## src/rtl/a1_dec_pkg.sv

```systemverilog
// Shared definitions for the sequenced 3-to-8 decoder: FSM states, code and
// one-hot widths, and the code-to-one-hot helper.
package a1_dec_pkg;

  localparam int CODE_W   = 3;
  localparam int ONEHOT_W = 8;

  typedef enum logic [1:0] {
    S_IDLE    = 2'd0,
    S_DWELL   = 2'd1,
    S_PRESENT = 2'd2
  } state_e;

  function automatic logic [ONEHOT_W-1:0] onehot(input logic [CODE_W-1:0] code);
    logic [ONEHOT_W-1:0] v;
    v       = {ONEHOT_W{1'b0}};
    v[code] = 1'b1;
    return v;
  endfunction

endpackage

```

## src/rtl/pri_enc_8x3_chk.sv

```systemverilog
// Gate-level 8x3 priority encoder (highest set bit wins) used to re-encode the
// decoder output for the loopback check; any flags a non-zero input.
module pri_enc_8x3_chk
  import a1_dec_pkg::*;
(
  input  logic [ONEHOT_W-1:0] o,
  output logic [CODE_W-1:0]   code,
  output logic                any
);

  assign code[2] = o[7] | o[6] | o[5] | o[4];
  assign code[1] = o[7] | o[6] | (~o[5] & ~o[4] & (o[3] | o[2]));
  assign code[0] = o[7] | (~o[6] & o[5]) | (~o[6] & ~o[4] & o[3])
                 | (~o[6] & ~o[4] & ~o[2] & o[1]);
  assign any     = |o;

endmodule

```

## src/rtl/top_a1_q4_seq_dec_3x8.sv

```systemverilog
// Registered 3-to-8 one-hot decoder with valid/ready on both sides and a
// programmable minimum dwell. Optional loopback checker: SEQ_DEC_LOOPBACK_EN.
module top_a1_q4_seq_dec_3x8
  import a1_dec_pkg::*;
#(
  parameter int HOLD_CYCLES = 4,
  parameter int CNT_W       = 8
) (
  input  logic                clk,
  input  logic                rst,
  input  logic                in_valid,
  input  logic [CODE_W-1:0]   in_code,
  output logic                in_ready,
  output logic [ONEHOT_W-1:0] O,
  output logic                out_valid,
  input  logic                out_ready,
  output logic                busy,
`ifdef SEQ_DEC_LOOPBACK_EN
  output logic [CNT_W-1:0]    acc_cnt,
  output logic                lb_err
`else
  output logic [CNT_W-1:0]    acc_cnt
`endif
);

  localparam logic [CNT_W-1:0] HOLD_LOAD =
    (HOLD_CYCLES == 0) ? {CNT_W{1'b0}} : CNT_W'(HOLD_CYCLES - 1);
  localparam state_e LOAD_STATE = (HOLD_CYCLES == 0) ? S_PRESENT : S_DWELL;

  state_e              state_r, state_s;
  logic [CNT_W-1:0]    cnt_r, cnt_s;
  logic [CNT_W-1:0]    acc_cnt_r, acc_cnt_s;
  logic [ONEHOT_W-1:0] o_r, o_s;
  logic                out_valid_r;
  logic                busy_r;
  logic                in_ready_s;
  logic                accept_s;

  // Next-state, dwell count, one-hot load and accept counting
  always_comb begin
    in_ready_s = (state_r == S_IDLE) || ((state_r == S_PRESENT) && out_ready);
    accept_s   = in_valid && in_ready_s;
    state_s    = state_r;
    cnt_s      = cnt_r;
    o_s        = o_r;
    case (state_r)
      S_IDLE: begin
        state_s = S_IDLE;
      end
      S_DWELL: begin
        if (cnt_r == {CNT_W{1'b0}}) begin
          state_s = S_PRESENT;
        end else begin
          cnt_s = cnt_r - CNT_W'(1'b1);
        end
      end
      S_PRESENT: begin
        if (out_ready) begin
          state_s = S_IDLE;
          o_s     = {ONEHOT_W{1'b0}};
        end else begin
          state_s = S_PRESENT;
        end
      end
      default: begin
        state_s = S_IDLE;
        o_s     = {ONEHOT_W{1'b0}};
      end
    endcase
    // An accept overrides the handoff so a pass-through never shows a zero cycle
    if (accept_s) begin
      state_s   = LOAD_STATE;
      cnt_s     = HOLD_LOAD;
      o_s       = onehot(in_code);
      acc_cnt_s = acc_cnt_r + CNT_W'(1'b1);
    end else begin
      acc_cnt_s = acc_cnt_r;
    end
  end

  // State, counters and registered outputs
  always_ff @(posedge clk) begin
    if (rst) begin
      state_r     <= S_IDLE;
      cnt_r       <= {CNT_W{1'b0}};
      acc_cnt_r   <= {CNT_W{1'b0}};
      o_r         <= {ONEHOT_W{1'b0}};
      out_valid_r <= 1'b0;
      busy_r      <= 1'b0;
    end else begin
      state_r     <= state_s;
      cnt_r       <= cnt_s;
      acc_cnt_r   <= acc_cnt_s;
      o_r         <= o_s;
      out_valid_r <= (state_s == S_PRESENT);
      busy_r      <= (state_s != S_IDLE);
    end
  end

  assign in_ready  = in_ready_s;
  assign O         = o_r;
  assign out_valid = out_valid_r;
  assign busy      = busy_r;
  assign acc_cnt   = acc_cnt_r;

`ifdef SEQ_DEC_LOOPBACK_EN
  logic [CODE_W-1:0] code_r;
  logic [CODE_W-1:0] enc_code_s;
  logic              enc_any_s;
  logic              lb_err_r;

  pri_enc_8x3_chk u_pri_enc_chk (
    .o    (o_r),
    .code (enc_code_s),
    .any  (enc_any_s)
  );

  // Latch of the accepted code, reference for the loopback compare
  always_ff @(posedge clk) begin
    if (rst) begin
      code_r <= {CODE_W{1'b0}};
    end else if (accept_s) begin
      code_r <= in_code;
    end
  end

  // Sticky loopback error: O must re-encode to the latched code while active
  always_ff @(posedge clk) begin
    if (rst) begin
      lb_err_r <= 1'b0;
    end else if ((state_r != S_IDLE) && (!enc_any_s || (enc_code_s != code_r))) begin
      lb_err_r <= 1'b1;
    end
  end

  assign lb_err = lb_err_r;
`endif

endmodule

```

## config.mk

```make
export PLATFORM = sky130hd
export DESIGN_NAME = top_a1_q4_seq_dec_3x8
export DESIGN_NICKNAME = d
export VERILOG_FILES = /design/src/rtl/a1_dec_pkg.sv /design/src/rtl/pri_enc_8x3_chk.sv /design/src/rtl/top_a1_q4_seq_dec_3x8.sv
export SDC_FILE = /design/constraint.sdc
export NUM_CORES = 1
export LEC_CHECK = 0
export CAP_MARGIN = 20
export CORE_AREA = 2 2 53 55
export DETAILED_ROUTE_END_ITERATION = 10
export DIE_AREA = 0 0 55 57
export PLACE_DENSITY = 0.8
export SYNTH_ARGS = -nofsm -noshare
export SYNTH_HDL_FRONTEND = slang
export SYNTH_SLANG_ARGS = --single-unit
```

## constraint.sdc

```tcl
create_clock -name clk -period 2.5 [get_ports clk]
set_input_delay 0.5 -clock clk [delete_from_list [all_inputs] [get_ports clk]]
set_output_delay 0.5 -clock clk [all_outputs]
set_load 0.01 [all_outputs]
```

==> flow_results.org <==
** Finish
- The filler cells instantiated in the layout total 246.
- 0 antenna diodes ended up in the layout.
- Registers take 561 µm².
- The multi-input combinational cells in the finished layout cover a total of 706 µm².
- Of the cells placed in the final design, the portion with a size suffix greater than 1 is 0.0914.
- Once layout is complete, the cells apart from fillers number 206.
- Post-Route Utilization :: 0.623
- Commonest non-fill, non-tap cell in the layout :: sky130_fd_sc_hd__dfxtp_1
- At the end of the flow, the number of nets in the layout was 190.
- Area growth from synthesis to layout :: 24.1%
- Post-route design area :: 1630 µm²
- Most used cells in the layout excluding fill and tap cells :: 28 x sky130_fd_sc_hd__dfxtp_1, 25 x sky130_fd_sc_hd__clkdlybuf4s50_1, 15 x sky130_fd_sc_hd__nor2_1

** STA
- The worst pin sits at a relative slew slack of 0.628.
- In the finished design, the share of the clock period the worst path needs comes to 0.915.
- Max-slew violations :: 0
- At the pin with the least slew margin, the transition time is 558 ps.
- The clock arrives with 4.96 ps of skew.
- Timing-limited maximum frequency :: 437 MHz
- Unrepaired setup endpoints after global routing :: no
- Time the worst path needs with I/O delays and setup :: 2290 ps
- Number of hold-slack violations in the final timing report :: 0
- Setup slack closes at 212 ps.
- Adding up every negative setup slack in the final design gives 0 ps.
- Across all hold checks on the routed design, the worst slack comes to 494 ps.
- Setup violations remaining at the end of the flow were counted as 0.

** Clocking
- H-tree levels :: 1
- Clock tree synthesis inserted a total of 3 buffers.
- Clock latency on the worst-skew pair :: 330 ps
- Maximum count of clock buffers along a single path :: 2
- Clock tree synthesis selected as its root buffer the cell sky130_fd_sc_hd__clkbuf_4.
- Clock-pin slew was measured on the worst setup and hold paths at 140 ps.
- After clock tree synthesis, the setup repair step added 0 buffers.
- TritonCTS built the clock tree.
- In this run, post-CTS hold repair placed 0 buffers.
- Clock sink count :: 28
- Quantity of gates resized following cts :: 0

** Setup path
- Worst r2r path cells :: 6
- Termination of the worst setup path :: in_ready
- Startpoint Class :: register
- Worst setup path category :: register to output pin
- The worst register-to-register path ends at O[5].
- At the worst endpoint, the arrival time is 1790 ps.
- The worst register-to-register path begins at state_r[1].
- Register-to-register setup slack :: 730 ps
- Endpoint kind of the worst setup timing path :: output pin
- The critical path starts at state_r[0].
- At the worst endpoint, the required time is 2000 ps.
- Of all nets on the critical path, the largest fanout is 3.
- Slowest cell on crit path :: sky130_fd_sc_hd__clkdlybuf4s50_1
- Cells along the critical path :: inv_1, ha_1, a21oi_4, clkinv_1, clkdlybuf4s50_1
- Longest individual stage delay on the worst path :: 480 ps

** Synthesis
- Post-synthesis instance area :: 1310 µm²
- Main combinational cell family by area after synthesis :: simple AND/OR/NAND/NOR gates
- Share of the yosys chip area belonging to registers :: 0.427
- Among all flip-flop cells after synthesis, the most frequent one is sky130_fd_sc_hd__dfxtp_1.
- Averaged over all synthesized cells, the footprint is 9.00 µm².
- The synthesized design contains 28 register bits.
- Of the total synthesized cell area, the portion taken by full adders, half adders and majority gates is 0.0571.
- In the post-synthesis netlist, the biggest area contributors are sky130_fd_sc_hd__dfxtp_1 43%, sky130_fd_sc_hd__ha_1 5.7%, sky130_fd_sc_hd__a21oi_1 5.3%, sky130_fd_sc_hd__nor2_1 4.3%, sky130_fd_sc_hd__xnor2_1 4.0%.
- For this run, the number of Yosys warnings is 0.
- Post-synthesis async set-or-reset flop share :: 0
- EDFF count, synth :: 0
- Fraction of the mapped netlist area in simple logic gates :: 0.223
- Yosys top cell by area :: sky130_fd_sc_hd__dfxtp_1
- The compound-gate portion of the synthesized area was 0.184.
- Fraction of synthesized cell area in xor and xnor cells :: 0.0733
- Proportion of synthesized area in mux cells :: 0
- Synthesis instantiated 38 different standard cells from the library.
- After technology mapping, the gate count stands at 146.
- Area share of the leading cell type in the synthesized netlist :: 0.427
- The number of nets handed over by synthesis was 159.

** Pwr
- Power density over cell area :: 491 nW/µm²
- The worst-case IR drop observed on VDD is 0.303 mV.
- Post-route total power :: 0.800 mW
- In this run the static leakage power is 0.567 nW.

** Detailed routing
- Vias :: 1,101
- Before antenna repair, the detailed router went through 4 iterations.
- After detailed routing, no signal wire sits above met4.
- Metal1 wirelength :: 1.26 mm
- Number of DRC markers in iteration 0 :: 18
- Routed wire per std cell :: 12.6 µm
- Final routed wirelength across all metal layers :: 2.59 mm
- Drc violations :: 0
- In this run the remaining antenna-violating nets after routing total 0.
- Routed met3 length :: 86 µm
- Avg Vias per Cell :: 5.34
- Summed over all nets, wire length on met2 after detailed routing comes to 1.20 mm.

** Placement
- IO Port Bufs :: 25
- After legalization and detailed placement, the total HPWL measured 1.97 mm.
- The placed instances occupy a cell area of 1610 µm².
- Total instance count after detailed placement :: 203
- Routability-driven placement finished with a final weighted congestion of 0.777.
- Setup WS pre-CTS :: 290 ps

** GRT
- Summed over all layers, the global routing overflow is 0.
- Number of global-route vias before repair :: 1,039
- Maximum number of pins on one net before global-route repair :: 15
- Antenna violations before repair :: 0
- Total global-route track usage :: 0.188
- The first global-routing pass estimated 4.37 mm of wire.

** Job
- Max-cap violations in this run came to 0.

** Die
- The die is 55 µm wide.
- Effective utilization at floorplan :: 0.502
- Core Rows :: 19
- The die is 57 µm tall.
- CORE AREA :: 2620 µm²
- Die area :: 3140 µm²
- Top-level I/O count :: 26

** Run status
- The flow ran to the end, and the final reports show no timing, DRC or antenna violations.

** Min path
- Classification of the worst-slack hold path :: register to register
[power by group]
part           internal, mW  switching, mW  total (mW)
Combinational        0.0654         0.0763       0.142
Clock                0.0566          0.128       0.185
Sequential            0.461         0.0123       0.474
Total                 0.583          0.217       0.800
[final cells by class]
cell class	count	area share
Sequential cell	28	0.344
Clock buffer	3	0.0138
Multi-Input combinational cell	108	0.433
Timing Repair Buffer	28	0.167
Tap cell	31	0.0238
Inverter	8	0.0184
[cell families after synthesis]
kind of cell    after synthesis
xor+xnor                     11
simple gates                 55
flops                        28
fa+ha+maj                     6
buf+inv                      10
compound gates               36
[critical path, delay by kind of cell, from the launching register on]
kind / cells / cell delay (ps)
AO/OA/AOI/OAI: 1 / 180
adder cells (fa/ha/maj): 1 / 250
buffers and inverters: 3 / 660
flip-flops: 1 / 380
[registers in the layout (all words and copies together) (netlist names)]
register / flops
busy: 1
state_r: 2
acc_cnt: 8
cnt_r: 8
out_valid: 1
O: 8
[cells in the mapped netlist, types with 2 or more instances]
cell type and n:
sky130_fd_sc_hd__xnor2_1 6, sky130_fd_sc_hd__nand4_1 3, sky130_fd_sc_hd__a21oi_1 14, sky130_fd_sc_hd__o21ai_0 6, sky130_fd_sc_hd__ha_1 6, sky130_fd_sc_hd__o211ai_1 2, sky130_fd_sc_hd__nor3_1 6, sky130_fd_sc_hd__xor2_1 5
sky130_fd_sc_hd__nand2_1 7, sky130_fd_sc_hd__nand2b_1 3, sky130_fd_sc_hd__dfxtp_1 28, sky130_fd_sc_hd__o21ai_1 5, sky130_fd_sc_hd__nor4_1 3, sky130_fd_sc_hd__inv_1 6, sky130_fd_sc_hd__nand3_1 7, sky130_fd_sc_hd__nor2_1 15
sky130_fd_sc_hd__nor2b_1 3
[metal layers]
layer / global-route usage / vias to the layer above
met2: 0.293 / 21
met1: 0.249 / 499
met4: 0.0836 / 0
met3: 0.0340 / 5
met5: 0 / -
li1: - / 576
[worst min-delay path by stage]
stage / start / end / cells past startpoint
finish: O[0] / O[0] / 2
global route: O[4] / O[4] / 2
CTS: O[0] / O[0] / 2
detailed placement: O[6] / O[6] / 2
global placement: O[7] / O[7] / 2
floorplan: cnt_r[7] / cnt_r[7] / 2
Note: power is estimated with default switching activity, not from simulation.
